**src/rtl/organ_pkg.sv**
```systemverilog
// Shared constants, state type and note decode for the organ key-input path.
package organ_pkg;

  localparam logic [2:0] KEY_NONE = 3'd7;

  localparam logic [1:0] TONE_LOW  = 2'b10;
  localparam logic [1:0] TONE_MID  = 2'b01;
  localparam logic [1:0] TONE_HIGH = 2'b11;
  localparam logic [1:0] TONE_OFF  = 2'b00;

  // Key-matrix indices (col*4 + row) of the tone-select keys.
  localparam int unsigned KEY_TONE_LOW  = 8;
  localparam int unsigned KEY_TONE_MID  = 9;
  localparam int unsigned KEY_TONE_HIGH = 10;
  localparam int unsigned KEY_TONE_OFF  = 11;

  localparam int unsigned NUM_NOTES = 7;

  typedef enum logic {IDLE, HELD} key_state_e;

  // Lowest-index pressed note among keys 0..6, or KEY_NONE.
  function automatic logic [2:0] note_decode(input logic [15:0] keys);
    logic [2:0] code;
    code = KEY_NONE;
    for (int i = int'(NUM_NOTES) - 1; i >= 0; i--) begin
      if (keys[i]) code = 3'(i);
    end
    return code;
  endfunction

endpackage

```
**src/rtl/keypad_debounce.sv**
```systemverilog
// Whole-snapshot debouncer: a raw scan is accepted only after DEBOUNCE_SCANS
// consecutive identical scans, so the stable vector never changes piecemeal.
module keypad_debounce #(
  parameter int unsigned DEBOUNCE_SCANS = 3
) (
  input  logic        sysclk,
  input  logic        rst,
  input  logic [15:0] raw_vec,
  input  logic        scan_done,
  output logic [15:0] stable_vec,
  output logic        stable_upd
);
  import organ_pkg::*;

  localparam int unsigned CntW = $clog2(DEBOUNCE_SCANS + 1);
  localparam logic [CntW-1:0] CntMax = CntW'(DEBOUNCE_SCANS);

  logic [15:0]     prev_q, prev_d;
  logic [15:0]     stable_q, stable_d;
  logic [CntW-1:0] cnt_q, cnt_d;
  logic            upd_q, upd_d;

  // Match counting and stable-vector load on each completed scan.
  always_comb begin
    prev_d   = prev_q;
    cnt_d    = cnt_q;
    stable_d = stable_q;
    upd_d    = 1'b0;
    if (scan_done) begin
      prev_d = raw_vec;
      if (raw_vec != prev_q) begin
        cnt_d = CntW'(1);
      end else if (cnt_q != CntMax) begin
        cnt_d = cnt_q + 1'b1;
      end
      if (cnt_d == CntMax) begin
        stable_d = raw_vec;
        upd_d    = 1'b1;
      end
    end
  end

  // Debounce state registers.
  always_ff @(posedge sysclk or posedge rst) begin
    if (rst) begin
      prev_q   <= '0;
      cnt_q    <= '0;
      stable_q <= '0;
      upd_q    <= 1'b0;
    end else begin
      prev_q   <= prev_d;
      cnt_q    <= cnt_d;
      stable_q <= stable_d;
      upd_q    <= upd_d;
    end
  end

  assign stable_vec = stable_q;
  assign stable_upd = upd_q;

endmodule

```
**src/rtl/keypad_scan.sv**
```systemverilog
// 4x4 active-low key-matrix scanner: column drive, row synchroniser, snapshot
// assembly, debounce, note/tone decode and press/release strobes.
module keypad_scan #(
  parameter int unsigned SCAN_DIV       = 4,
  parameter int unsigned DEBOUNCE_SCANS = 3
) (
  input  logic       sysclk,
  input  logic       rst,
  input  logic [3:0] key_row_n,
  output logic [3:0] key_col_n,
  output logic [2:0] key_code,
  output logic [1:0] tone,
  output logic       key_valid,
  output logic       key_press,
  output logic       key_release
);
  import organ_pkg::*;

  localparam int unsigned DivW = $clog2(SCAN_DIV);
  localparam logic [DivW-1:0] DivLast = DivW'(SCAN_DIV - 1);

  logic [3:0]      row_s1_q, row_s2_q;
  logic [DivW-1:0] div_q, div_d;
  logic [1:0]      col_q, col_d;
  logic [15:0]     raw_q, raw_d;
  logic            slot_end, scan_done;

  logic [15:0]     stable_vec;
  logic            stable_upd;

  key_state_e      state_q, state_d;
  logic [2:0]      key_code_q, key_code_d;
  logic [1:0]      tone_q, tone_d;
  logic            key_valid_q;
  logic            press_q, press_d;
  logic            release_q, release_d;

  logic [2:0]      note_cand;
  logic [1:0]      tone_cand;
  logic            tone_hit;

  // Keys 7 and 12..15 carry no function.
  logic unused_keys;
  assign unused_keys = ^{stable_vec[15:12], stable_vec[7]};

  assign slot_end  = (div_q == DivLast);
  assign scan_done = slot_end && (col_q == 2'd3);
  assign key_col_n = ~(4'b0001 << col_q);

  // Column slot timing and snapshot assembly; rows sampled at the end of each slot.
  always_comb begin
    div_d = slot_end ? '0 : div_q + 1'b1;
    col_d = slot_end ? col_q + 2'd1 : col_q;
    raw_d = raw_q;
    if (slot_end) raw_d[{col_q, 2'b00} +: 4] = ~row_s2_q;
  end

  // Synchroniser, scan counters and raw snapshot.
  always_ff @(posedge sysclk or posedge rst) begin
    if (rst) begin
      row_s1_q <= 4'hF;
      row_s2_q <= 4'hF;
      div_q    <= '0;
      col_q    <= '0;
      raw_q    <= '0;
    end else begin
      row_s1_q <= key_row_n;
      row_s2_q <= row_s1_q;
      div_q    <= div_d;
      col_q    <= col_d;
      raw_q    <= raw_d;
    end
  end

  // The debouncer sees the vector including this cycle's column-3 sample.
  keypad_debounce #(
    .DEBOUNCE_SCANS(DEBOUNCE_SCANS)
  ) u_debounce (
    .sysclk    (sysclk),
    .rst       (rst),
    .raw_vec   (raw_d),
    .scan_done (scan_done),
    .stable_vec(stable_vec),
    .stable_upd(stable_upd)
  );

  // Tone candidate: lowest-index pressed tone key wins.
  always_comb begin
    tone_hit  = 1'b1;
    tone_cand = TONE_OFF;
    if (stable_vec[KEY_TONE_LOW]) begin
      tone_cand = TONE_LOW;
    end else if (stable_vec[KEY_TONE_MID]) begin
      tone_cand = TONE_MID;
    end else if (stable_vec[KEY_TONE_HIGH]) begin
      tone_cand = TONE_HIGH;
    end else if (stable_vec[KEY_TONE_OFF]) begin
      tone_cand = TONE_OFF;
    end else begin
      tone_hit = 1'b0;
    end
  end

  assign note_cand = note_decode(stable_vec);

  // Note FSM and tone latch, advanced only on stable updates.
  always_comb begin
    state_d    = state_q;
    key_code_d = key_code_q;
    tone_d     = tone_q;
    press_d    = 1'b0;
    release_d  = 1'b0;
    if (stable_upd) begin
      if (tone_hit) tone_d = tone_cand;
      case (state_q)
        IDLE: begin
          if (note_cand != KEY_NONE) begin
            state_d    = HELD;
            key_code_d = note_cand;
            press_d    = 1'b1;
          end
        end
        HELD: begin
          if (note_cand == KEY_NONE) begin
            state_d    = IDLE;
            key_code_d = KEY_NONE;
            release_d  = 1'b1;
          end else if (note_cand != key_code_q) begin
            // Roll-over to another note: new press, no release.
            key_code_d = note_cand;
            press_d    = 1'b1;
          end
        end
        default: state_d = IDLE;
      endcase
    end
  end

  // FSM and output registers.
  always_ff @(posedge sysclk or posedge rst) begin
    if (rst) begin
      state_q     <= IDLE;
      key_code_q  <= KEY_NONE;
      tone_q      <= TONE_OFF;
      key_valid_q <= 1'b0;
      press_q     <= 1'b0;
      release_q   <= 1'b0;
    end else begin
      state_q     <= state_d;
      key_code_q  <= key_code_d;
      tone_q      <= tone_d;
      key_valid_q <= (key_code_d != KEY_NONE);
      press_q     <= press_d;
      release_q   <= release_d;
    end
  end

  assign key_code    = key_code_q;
  assign tone        = tone_q;
  assign key_valid   = key_valid_q;
  assign key_press   = press_q;
  assign key_release = release_q;

endmodule

```
**config.mk**
```make
export PLATFORM = sky130hd
export DESIGN_NAME = keypad_scan
export DESIGN_NICKNAME = d
export VERILOG_FILES = /design/src/rtl/organ_pkg.sv /design/src/rtl/keypad_debounce.sv /design/src/rtl/keypad_scan.sv
export SDC_FILE = /design/constraint.sdc
export NUM_CORES = 1
export LEC_CHECK = 0
export CAP_MARGIN = 30
export CORE_UTILIZATION = 35
export DETAILED_ROUTE_END_ITERATION = 8
export DONT_BUFFER_PORTS = 1
export PLACE_DENSITY = 0.56
export SLEW_MARGIN = 20
export SYNTH_ARGS = -nofsm -noshare
export SYNTH_HDL_FRONTEND = slang
export SYNTH_SLANG_ARGS = --single-unit
export TNS_END_PERCENT = 10
```
**constraint.sdc**
```tcl
create_clock -name sysclk -period 4.1 [get_ports sysclk]
set_clock_uncertainty 0.1 [all_clocks]
set_input_delay 0.82 -clock sysclk [delete_from_list [all_inputs] [get_ports sysclk]]
set_output_delay 0.82 -clock sysclk [all_outputs]
set_load 0.02 [all_outputs]
```
Word level (Yosys, flattened, before mapping)
Index checks and enable logic that the tools add are counted.
W data, S select, Z words.
{ "totals": {"reg_bits": 68, "elab_cells": 74} }
{ "classes": {"add_sub_neg": 4, "n_eq_ne": 9, "shift": 3, "muxes": 37, "bitwise_logic": 3, "reduce_logical": 3} }
{ "op_table": {"columns": ["op", "count"], "rows": [
  ["$mux W3", 9],
  ["$bwmux W16", 1],
  ["$mux W16", 1],
  ["$mux W2", 8],
  ["$ne A16 B16 Y1", 1],
  ["$shift A4 B6 Y16 const A", 1],
  ["$shiftx A4 B6 Y16", 1],
  ["$mux W1", 15],
  ["$not A4 Y4", 2],
  ["$add A2 B1 Y2 const B", 3],
  ["$eq A2 B2 Y1 const B", 3],
  ["$ne A3 B3 Y1 const B", 2],
  ["$neg A4 Y6", 1],
  ["$pmux W3 S2", 1],
  ["$pmux W1 S2", 2],
  ["$reduce_and A2 Y1", 2],
  ["$shl A1 B2 Y4 const A", 1],
  ["$eq A3 B3 Y1 const B", 1],
  ["$ne A3 B3 Y1", 1],
  ["$ne A2 B2 Y1 const B", 1],
  ["$logic_and A1 B1 Y1", 1],
  ["$not A1 Y1", 1]
]} }

Logic depth before layout (Yosys ltp)
Gate-level depths: netlist of the first run.
{ "depth": {"word_depth": 13, "depth_mapped": 12} }

Hierarchy
Synthesis of the first run repeated with hierarchy kept, for this count alone.
{ "unflattened": {"hier_cells": 243, "hier_area_um2": 3139.3} }
{ "by_module_without_submodules": {"columns": ["mod", "n_inst", "cells_each", "area_per_inst_um2"], "rows": [
  ["keypad_scan", 1, 141, 1577.8],
  ["keypad_debounce", 1, 102, 1561.5]
]} }

Least setup slack after synthesis of the first run
No wires, ideal clock.
{ "synth_timing": {"path_kind": "register to register", "startpoint": "register col_q[0]", "endpoint": "register u_debounce.stable_q[11] (netlist: u_debounce.stable_vec[11])", "setup_ns": 0.125, "t_arrival_ns": 2.894, "required_ns": 3.875, "slack_ns": 0.981, "path_stages_with_launch": 13, "n_path_buf": 4, "period_less_slack_ns": 3.119, "cell_sequence": "dfrtp_1 -> buf_6 -> inv_1 -> ha_1 -> buf_6 -> or3b_1 -> buf_2 -> o32a_1 -> xnor2_1 -> nor4_1 -> and4_4 -> buf_6 -> mux2_4"} }
{ "synth_between": {"elab_chain_cells": 9} }
{ "synth_lines": {"columns": ["element", "line", "text"], "rows": [
  ["start: declaration", "keypad_scan.sv:24", "logic [1:0] col_q, col_d;"],
  ["start signal: assignment", "keypad_scan.sv:70", "col_q <= col_d;"],
  ["$neg A4 Y6", "keypad_scan.sv:55", "if (slot_end) raw_d[{col_q, 2'b00} +: 4] = ~row_s2_q;"],
  ["$shiftx A4 B6 Y16 / $shift A4 B6 Y16 (equally long branches)", "keypad_scan.sv:55", null],
  ["$bwmux W16", "keypad_scan.sv:55", null],
  ["$mux W16", "keypad_scan.sv:55", null],
  ["$ne A16 B16 Y1", "keypad_debounce.sv:31", "if (raw_vec != prev_q) begin"],
  ["$mux W2", "keypad_debounce.sv:31", null],
  ["$mux W2", "keypad_debounce.sv:29", "if (scan_done) begin"],
  ["$eq A2 B2 Y1", "keypad_debounce.sv:36", "if (cnt_d == CntMax) begin"],
  ["$reduce_and A2 Y1 (no line)", null, null],
  ["end signal: assignment", "keypad_debounce.sv:53", "stable_q <= stable_d;"],
  ["end: declaration", "keypad_debounce.sv:19", "logic [15:0] stable_q, stable_d;"]
]} }
Parallel ways exist; a longest one is shown, timed or not. The select of a mux whose other input is x is not followed.
A chain may end at the register's enable or synchronous reset.

Final worst setup path of the first run
{ "layout_timing": {"startpoint": "register col_q[0]", "endpoint": "register u_debounce.stable_q[10] (netlist: u_debounce.stable_vec[10])"} }
Same word-level chain as after synthesis.

==> reports/metrics.cfg, run 1 <==
[outcome]
status=finished clean

[clock_tree]
cts_setup_buffers=0
cts_tree=yes
worst_skew_pair.late_latency_ns=0.34
cts-buffers-inserted=9
cts_hold_buf=0
clkTransAtPathRegs_ns=0.07
cts_num_sinks=66
clockRootBuffer=clkbuf_8
htreeDepth=3
cts_resized=0
cts_max_path_buffers=2

[detailed_routing]
avgViaCountPerCell=5.05
dr.pass1.iters=4
drc_errors=0
postRouteAntennaNets=0
via_count=1970
drtIter0Drc=72
post_drt_wl_per_cell_um=15.3
drt_wl_total_um=5970

[critical_path]
max_stage_delay_ns=0.56
r2r_start=col_q[0]
worstPathRequired_ns=4.22
r2r_end=u_debounce.stable_vec[10]
cp_cell_sequence=inv_1, ha_1, or3b_1, o32a_1, xnor2_1, nor4_1, and4_4, mux2_2
cp_max_fo=12
critPathArrivalTime_ns=3.64
cp-start-kind=register
reg2reg_slack_ns=0.58
worstRegToRegCells=8
crit_slowest_cell=dfrtp_1
critical_path_buf_inv_count=1
crit_family=simple AND/OR/NAND/NOR gates
crit_cells=8
crit_type=register to register
crit_path_end_kind=register

[yosys]
synth_fa_ha_area_share_pct=2.44
synth_cell_types=54
yosysTopAreaCell=dfrtp_1
synth.area.mux_share_pct=5.81
ys.warnings.count=0
synth_simple_gate_area_share_pct=12.1
synth_top_family_by_area=compound AO/OA/AOI/OAI gates
syn-cell-area_um2=3080
synth_edf_count=0
synth_compound_area_share_pct=14.0
synth-xor-area-share_pct=5.08
syn_nets=288
ys.flop_type=dfrtp_1
avgSynthCellArea_um2=11.2
synth_top_area_share_pct=44.7
netlist_instances=276
synthArstFlopShare_pct=100
yosys-top-cells-area=dfrtp_1 45%, dfstp_2 9.4%, inv_1 4.4%
synth_seq_cells=66
yosysSeqAreaShare_pct=54.1

[power_and_ir_drop]
combPwrFrac_pct=4.9
clkPwrFrac_pct=47.2
power.switching_mw=0.309
ir_drop_mv=0.214
p_int_mw=1.12
power_switching_share_pct=21.6
power_frac_seq_pct=47.9
p_leak_nw=1.51
power_density_nw_per_um2=417

[layout]
mostFrequentLayoutCells=55 x dfrtp_1, 35 x inv_1, 25 x nand2_1
antennaDiodeCount=0
multi_input_area_um2=1210
final_common_cell=dfrtp_1
instances_no_fill=390
nets=292
syn_to_final_growth_pct=11.5
drive_above_1_share_pct=17.2
final.fill_count=815
regArea_um2=1670

[placed_design]
place_inst=374
place.gp.congestion=0.794
port_buffers=0
hpwl_um=4310

[timing]
finalCritPeriodShare_pct=85.9
holdWs_ns=0.256
hold_viol_final=0
fmax_mhz=284
fin_setup_tns_ns=0
worst_pin_slew_ns=0.694
relSlewSlack_pct=53.6
report.final.slew_viol_count=0
fin_crit_ns=3.52
rsz0062_at_grt=no
setup_viol=0

[floorplan]
die_h_um=95.8
row_count=33
boundaryPins=18
dieArea_um2=9170
die_w_um=95.8
initial_core_util_pct=36.7
core_area_um2=8380

[global_route]
grt_usage_pct=15.1
grt_overflow=0
grt_pass1_vias=2039
grt_first_pass_wirelength_um=10100
grt_max_degree=28
antenna_found_initial=0

[run]
maxCapViolations=0

[min_path]
hold-path-cell-count=0
min_path_type=register to register
min_to=row_s2_q[1]
hp-start=row_s1_q[1]

## kinds of logic (layout without fill, tap and decap cells)
group / after synthesis / count (layout)
simple gates: 68 / 68
buf+inv: 46 / 55
compound gates: 59 / 59
flops: 66 / 66
mux: 14 / 14
xor+xnor: 17 / 17
fa+ha+maj: 6 / 6
## synthesized netlist by cell type, drive strengths merged, types with 4 or more instances
| cell type | instances |
|---|---|
| xnor2 | 15 |
| o21ai | 22 |
| o22ai | 6 |
| nor4 | 7 |
| mux2 | 10 |
| a32oi | 7 |
| dfrtp | 55 |
| and2 | 4 |
| mux2i | 4 |
| dfstp | 11 |
| clkbuf | 4 |
| nand2 | 25 |
| nor2 | 8 |
| ha | 6 |
| nor3 | 4 |
| buf | 6 |
| or3 | 4 |
| inv | 36 |
## sequential cells by signal, indices dropped and copies added (netlist names)
signal	count
key_press	1
u_debounce.stable_upd	1
tone	2
row_s1_q	4
key_release	1
state_q	1
div_q	2
key_code	3
u_debounce.stable_vec	11
u_debounce.cnt_q	2
u_debounce.prev_q	16
col_q	2
raw_q	15
key_valid	1
row_s2_q	4
## final cells by class
class / instances / share of cell area (%)
clock buffer: 10 / 4.01
clock inverter: 6 / 3.28
inverter: 36 / 3.94
multi-input combinational: 164 / 35.4
sequential: 66 / 48.5
tap: 105 / 3.83
timing repair buffer: 3 / 1.02
## per-layer routing
layer | up-vias | global-route usage [%] | routed length [um]
met3 | 12 | 4.11 | 201
met5 | - | 0 | 0
met4 | 0 | 6.22 | 119
met2 | 25 | 23.8 | 2780
met1 | 968 | 19.6 | 2870
li1 | 965 | - | -
## how the worst max path moves through the flow
stage | from | endpoint | slack [ns]
2_1_floorplan | col_q[0] | u_debounce.stable_vec[11] | 0.98
6_report | col_q[0] | u_debounce.stable_vec[10] | 0.58
4_1_cts | col_q[0] | u_debounce.stable_vec[10] | 0.57
3_5_place_dp | col_q[0] | u_debounce.stable_vec[10] | 0.60
3_3_place_gp | col_q[0] | u_debounce.stable_vec[10] | 0.70
5_1_grt | col_q[0] | u_debounce.stable_vec[10] | 0.38
## through the flow
stage | area [um2] | utilization, % | power, mW | setup WS [ns]
after floorplan | 3080 | - | 0.746 | 0.981
after global placement | 3160 | 37.7 | 0.765 | 0.703
after detailed placement | 3180 | 37.9 | 0.769 | 0.604
after CTS | 3430 | 40.9 | 1.45 | 0.569
after global routing | 3430 | 40.9 | 1.49 | 0.377
final | 3430 | 40.9 | 1.43 | 0.579
## power by group through the flow
stage / sequential (mW) / clock (mW) / combinational [mW]
3_5_place_dp: 0.698 / 0 / 0.0711
3_3_place_gp: 0.698 / 0 / 0.0677
6_report: 0.686 / 0.676 / 0.0695
4_1_cts: 0.686 / 0.697 / 0.0713
2_1_floorplan: 0.694 / 0 / 0.0518
5_1_grt: 0.688 / 0.722 / 0.0786
Power figures use the tool's default switching activity.
==> run 2: changes to the inputs <==
--- a/config.mk
+++ b/config.mk
@@ -5,6 +5,7 @@
 export SDC_FILE = /design/constraint.sdc
 export NUM_CORES = 1
 export LEC_CHECK = 0
+export ABC_CLOCK_PERIOD_IN_PS = 4070
 export CAP_MARGIN = 30
 export CORE_UTILIZATION = 35
 export DETAILED_ROUTE_END_ITERATION = 8
@@ -14,4 +15,4 @@
 export SYNTH_ARGS = -nofsm -noshare
 export SYNTH_HDL_FRONTEND = slang
 export SYNTH_SLANG_ARGS = --single-unit
-export TNS_END_PERCENT = 10
+export TNS_END_PERCENT = 100
==> constraint.sdc (replaced) <==
create_clock -name sysclk -period 4.07 [get_ports sysclk]
set_clock_uncertainty 0.1 [all_clocks]
set_input_delay 0.814 -clock sysclk [delete_from_list [all_inputs] [get_ports sysclk]]
set_output_delay 0.814 -clock sysclk [all_outputs]
set_load 0.02 [all_outputs]
==> reports/metrics.cfg, run 2 (same netlist as run 1, synthesis figures left out) <==
[critical_path]
crit_family=simple AND/OR/NAND/NOR gates
crit_path_end_kind=register
crit_type=register to register
cp_cell_sequence=inv_1, ha_1, or3b_1, o32a_1, xnor2_1, nor4_1, and4_4, mux2_2
r2r_end=u_debounce.stable_vec[10]
worstRegToRegCells=8  ; unchanged
critPathArrivalTime_ns=3.65  ; about the same
cp_max_fo=12  ; unchanged
critical_path_buf_inv_count=1  ; unchanged
cp-start-kind=register
max_stage_delay_ns=0.56  ; about the same
crit_cells=8  ; unchanged
cp-startpoint=col_q[0]
worstPathRequired_ns=4.19  ; -0.03 ns
r2r_start=col_q[0]
crit_slowest_cell=dfrtp_1
reg2reg_slack_ns=0.54  ; -0.04 ns

[layout]
mostFrequentLayoutCells=55 x dfrtp_1, 35 x inv_1, 25 x nand2_1
drive_above_1_share_pct=17.5  ; +0.29 points
antennaDiodeCount=0  ; unchanged
regMostFlops=u_debounce.prev_q
final_area_um2=3440  ; +0.15%
largest_reg_flops=16  ; unchanged
final_common_cell=dfrtp_1
syn_to_final_growth_pct=11.6
nets=293  ; +0.34%

[floorplan]
core_area_um2=8380  ; unchanged
boundaryPins=18  ; unchanged
die_w_um=95.8  ; unchanged
die_h_um=95.8  ; unchanged
initial_core_util_pct=36.7  ; unchanged
dieArea_um2=9170  ; unchanged
row_count=33  ; unchanged

[clock_tree]
cts-buffers-inserted=9  ; unchanged
cts_max_path_buffers=2  ; unchanged
cts_tree=yes
cts_resized=0  ; unchanged
clockRootBuffer=clkbuf_8
worst_skew_pair.late_latency_ns=0.34  ; about the same
cts_num_sinks=66  ; unchanged
clkTransAtPathRegs_ns=0.08  ; about the same
cts_setup_buffers=0  ; unchanged
cts_hold_buf=0  ; unchanged
htreeDepth=3  ; unchanged

[power_and_ir_drop]
power_mw=1.45  ; +1.0%
power_density_nw_per_um2=421  ; +0.85%
ir_drop_mv=0.199  ; -7.3%
p_leak_nw=1.51  ; -0.12%

[timing]
finalCritPeriodShare_pct=86.8  ; +0.92 points
report.final.slew_viol_count=0  ; unchanged
fmax_mhz=283  ; -0.33%
relSlewSlack_pct=61.6  ; +8.0 points
worst_pin_slew_ns=0.576  ; -0.118 ns
fin_crit_ns=3.53  ; +0.0117 ns
fin_setup_tns_ns=0  ; unchanged
hold_viol_final=0  ; unchanged
rsz0062_at_grt=no
fin_ws_ns=0.537  ; -0.0417 ns
setup_viol=0  ; unchanged

[detailed_routing]
via_count=1987  ; +0.86%
drc_errors=0  ; unchanged
dr.pass1.iters=4  ; unchanged
postRouteAntennaNets=0  ; unchanged
drtIter0Drc=92  ; +28%
avgViaCountPerCell=5.08  ; +0.60%
drt_wl_total_um=5890  ; -1.4%
post_drt_wl_per_cell_um=15.1  ; -1.6%

[placed_design]
place.gp.congestion=0.811  ; +2.1%
dp_slack_ns=0.567  ; -0.0375 ns
hpwl_um=4240  ; -1.5%
port_buffers=0  ; unchanged
dpl-instance-area_um2=3190  ; +0.24%

[global_route]
grt_pass1_vias=2010  ; -1.4%
grt_max_degree=33  ; +18%
grt_first_pass_wirelength_um=10100  ; -0.61%
grt_usage_pct=15.0  ; -0.041 points
antenna_found_initial=0  ; unchanged
grt_overflow=0  ; unchanged

[run]
maxCapViolations=0  ; unchanged

[min_path]
min_path_type=primary input to async pin

[outcome]
status=finished clean

## run 2: changes by cell type in the layout (fill, tap and decap cells not counted)
cell | before | now
clkinv_4 | 1 | 0
clkbuf_8 | 10 | 9
buf_4 | 2 | 3
inv_6 | 1 | 3
clkinv_2 | 1 | 0
clkinvlp_4 | 0 | 1
## run 2: layout make-up
cell class | instances | area (um2)
Clock inverter | 7 | 124
Multi-Input combinational cell | 164 | 1210
Inverter | 36 | 135
Sequential cell | 66 | 1670
Fill cell | 821 | 4950
Clock buffer | 9 | 124
Timing Repair Buffer | 4 | 42.5
Tap cell | 105 | 131
## run 2: layer usage
| metal | track usage, % | vias up | wire (um) |
|---|---|---|---|
| met4 | 6.34 | 0 | 102 |
| li1 | - | 967 | - |
| met2 | 22.7 | 35 | 2740 |
| met3 | 4.34 | 9 | 212 |
| met5 | 0 | - | 0 |
| met1 | 20.2 | 976 | 2840 |
## run 2: metrics by stage
step | std cells | hold slack, ns | utilization, %
after floorplan | 276 | 0.245 | -
after CTS | 391 | 0.235 | 41.0
after global routing | 391 | 0.253 | 41.0
after detailed placement | 375 | 0.247 | 38.0
final | 391 | 0.241 | 41.0
after global placement | 374 | 0.246 | 37.8
## run 2: report_power, final
group          switching [mW]  internal, mW  total (mW)
Clock                   0.273         0.413       0.686
Combinational          0.0427        0.0267      0.0694
Sequential             0.0122         0.679       0.691
Total                   0.328          1.12        1.45
## run 2: worst max-delay path by stage
stage                                endpoint  slack (ns)
CTS                 u_debounce.stable_vec[10]        0.53
floorplan           u_debounce.stable_vec[11]        0.95
global placement    u_debounce.stable_vec[10]        0.66
detailed placement  u_debounce.stable_vec[10]        0.57
global route        u_debounce.stable_vec[10]        0.25
finish              u_debounce.stable_vec[10]        0.54
==> run 3: changes to the inputs <==
--- a/config.mk
+++ b/config.mk
@@ -5,7 +5,7 @@
 export SDC_FILE = /design/constraint.sdc
 export NUM_CORES = 1
 export LEC_CHECK = 0
-export ABC_CLOCK_PERIOD_IN_PS = 4070
+export ABC_CLOCK_PERIOD_IN_PS = 3950
 export CAP_MARGIN = 30
 export CORE_UTILIZATION = 35
 export DETAILED_ROUTE_END_ITERATION = 8
@@ -14,5 +14,6 @@
 export SLEW_MARGIN = 20
 export SYNTH_ARGS = -nofsm -noshare
 export SYNTH_HDL_FRONTEND = slang
+export SYNTH_HIERARCHICAL = 1
 export SYNTH_SLANG_ARGS = --single-unit
 export TNS_END_PERCENT = 100
==> constraint.sdc (replaced) <==
create_clock -name sysclk -period 3.95 [get_ports sysclk]
set_clock_uncertainty 0.1 [all_clocks]
set_input_delay 0.79 -clock sysclk [delete_from_list [all_inputs] [get_ports sysclk]]
set_output_delay 0.79 -clock sysclk [all_outputs]
set_load 0.02 [all_outputs]
==> reports/metrics.cfg, run 3 <==
[outcome]
status=finished clean

[detailed_routing]
drc_errors=0  ; unchanged
drtIter0Drc=56  ; -39%
drt_wl_total_um=5340  ; -9.3%
post_drt_wl_per_cell_um=14.8  ; -1.7%
postRouteAntennaNets=0  ; unchanged
via_count=1725  ; -13%
avgViaCountPerCell=4.78  ; -6.0%
dr.pass1.iters=4  ; unchanged

[global_route]
antenna_found_initial=0  ; unchanged
grt_first_pass_wirelength_um=9200  ; -8.6%
grt_usage_pct=14.2  ; -0.85 points
grt_max_degree=31  ; -6.1%
grt_overflow=0  ; unchanged
grt_pass1_vias=1815  ; -9.7%

[power_and_ir_drop]
ir_drop_mv=0.196  ; -1.4%
power_density_nw_per_um2=439  ; +4.3%
p_leak_nw=1.51  ; -0.20%
power_mw=1.49  ; +3.3%

[critical_path]
crit_cells=9  ; +1
reg2reg_slack_ns=0.54  ; about the same
cp-start-kind=register
worstRegToRegCells=9  ; +1
critical_path_buf_inv_count=1  ; unchanged
r2r_end=u_debounce/stable_vec[5]
critPathArrivalTime_ns=3.54  ; -0.11 ns
cp_max_fo=11  ; -1
crit_path_end_kind=register
worstPathRequired_ns=4.08  ; -0.11 ns
max_stage_delay_ns=0.52  ; -0.04 ns
crit_family=simple AND/OR/NAND/NOR gates
cp_cell_sequence=inv_2, ha_1, or3_1, o31ai_1, xnor2_1, nand4_1, nor3_4, nand3_4, mux2_4
crit_slowest_cell=dfrtp_1
r2r_start=col_q[0]
crit_type=register to register

[clock_tree]
htreeDepth=3  ; unchanged
cts-buffers-inserted=9  ; unchanged
clkTransAtPathRegs_ns=0.08  ; about the same
cts_max_path_buffers=2  ; unchanged
cts_resized=0  ; unchanged
cts_hold_buf=0  ; unchanged
worst_skew_pair.late_latency_ns=0.34  ; about the same
cts_setup_buffers=0  ; unchanged
clockRootBuffer=clkbuf_8
cts_num_sinks=67  ; +1.5%
cts_tree=yes

[timing]
worst_pin_slew_ns=0.653  ; +0.0766 ns
fin_crit_ns=3.41  ; -0.121 ns
fmax_mhz=293  ; +3.5%
setup_viol=0  ; unchanged
finalCritPeriodShare_pct=86.4  ; -0.42 points
report.final.slew_viol_count=0  ; unchanged
relSlewSlack_pct=56.1  ; -5.5 points
rsz0062_at_grt=no
hold_viol_final=0  ; unchanged
fin_setup_tns_ns=0  ; unchanged

[layout]
mostFrequentLayoutCells=56 x dfrtp_1, 29 x nand2_1, 18 x mux2_2
syn_to_final_growth_pct=15.1
multi_input_area_um2=1180  ; -2.4%
regArea_um2=1690  ; +1.5%
nets=263  ; -10%
final_common_cell=dfrtp_1
antennaDiodeCount=0  ; unchanged
drive_above_1_share_pct=30.1  ; +13 points
final.fill_count=764  ; -6.9%

[floorplan]
row_count=33  ; unchanged
die_w_um=93.9  ; -2.0%
die_h_um=93.9  ; -2.0%
core_area_um2=8180  ; -2.5%
boundaryPins=18  ; unchanged
initial_core_util_pct=36.1  ; -0.59 points
dieArea_um2=8810  ; -3.9%

[yosys]
avgSynthCellArea_um2=12.7  ; +14%
syn-cell-area_um2=2950  ; -4.0%
netlist_instances=233  ; -16%
syn_nets=245  ; -15%
ys.warnings.count=6  ; +6

[placed_design]
hpwl_um=3790  ; -11%
port_buffers=0  ; unchanged
place.gp.congestion=0.775  ; -4.4%

[run]
maxCapViolations=0  ; unchanged

[min_path]
min_path_type=primary input to async pin

==> run 3: worst max path at each step <==
stage / startpoint / to / slack, ns
after floorplan: col_q[0] / u_debounce/stable_vec[0] / 0.96
after global placement: col_q[0] / u_debounce/stable_vec[5] / 0.62
after detailed placement: col_q[0] / u_debounce/stable_vec[5] / 0.55
after CTS: col_q[0] / u_debounce/stable_vec[5] / 0.52
after global routing: col_q[0] / u_debounce/stable_vec[4] / 0.25
final: col_q[0] / u_debounce/stable_vec[5] / 0.54
==> run 3: power breakdown <==
group          internal (mW)  leakage [nW]  switching, mW  total (mW)
Sequential             0.710         0.809         0.0110       0.721
Clock                  0.425         0.120          0.279       0.704
Combinational         0.0308         0.576         0.0381      0.0688
Total                   1.17          1.51          0.328        1.49
==> run 3: metrics by stage <==
| stage | setup WS, ns | instance area, um2 | util, % | hold slack (ns) | instances |
|---|---|---|---|---|---|
| finish | 0.538 | 3400 | 41.6 | 0.156 | 361 |
| global route | 0.249 | 3400 | 41.6 | 0.141 | 361 |
| CTS | 0.517 | 3400 | 41.6 | 0.146 | 361 |
| detailed placement | 0.554 | 3150 | 38.6 | 0.247 | 345 |
| global placement | 0.617 | 3130 | 38.2 | 0.246 | 343 |
| floorplan | 0.957 | 2950 | - | 0.245 | 233 |
==> run 3: worst register-to-register path, stage by stage (launching register included) <==
cell,delay [ns]
dfrtp_1,0.52
inv_2,0.11
ha_1,0.40
or3_1,0.42
o31ai_1,0.50
xnor2_1,0.18
nand4_1,0.22
nor3_4,0.27
nand3_4,0.23
mux2_4,0.35
==> run 3: final cells by class <==
type,instances,area share (%)
clock buffers,9,3.64
clock inverters,7,3.64
inverters,12,1.32
multi-input cells,149,34.8
flip-flops and latches,67,49.7
well taps,105,3.86
repair buffers,12,2.98
==> run 3: metal layers <==
metal / part of all wire [%] / global-route usage, % / vias to the layer above
met4: 1.1 / 6.54 / 0
met1: 48 / 17.8 / 840
li1: - / - / 852
met2: 47 / 22.0 / 27
met5: 0 / 0 / -
met3: 3.2 / 4.69 / 6
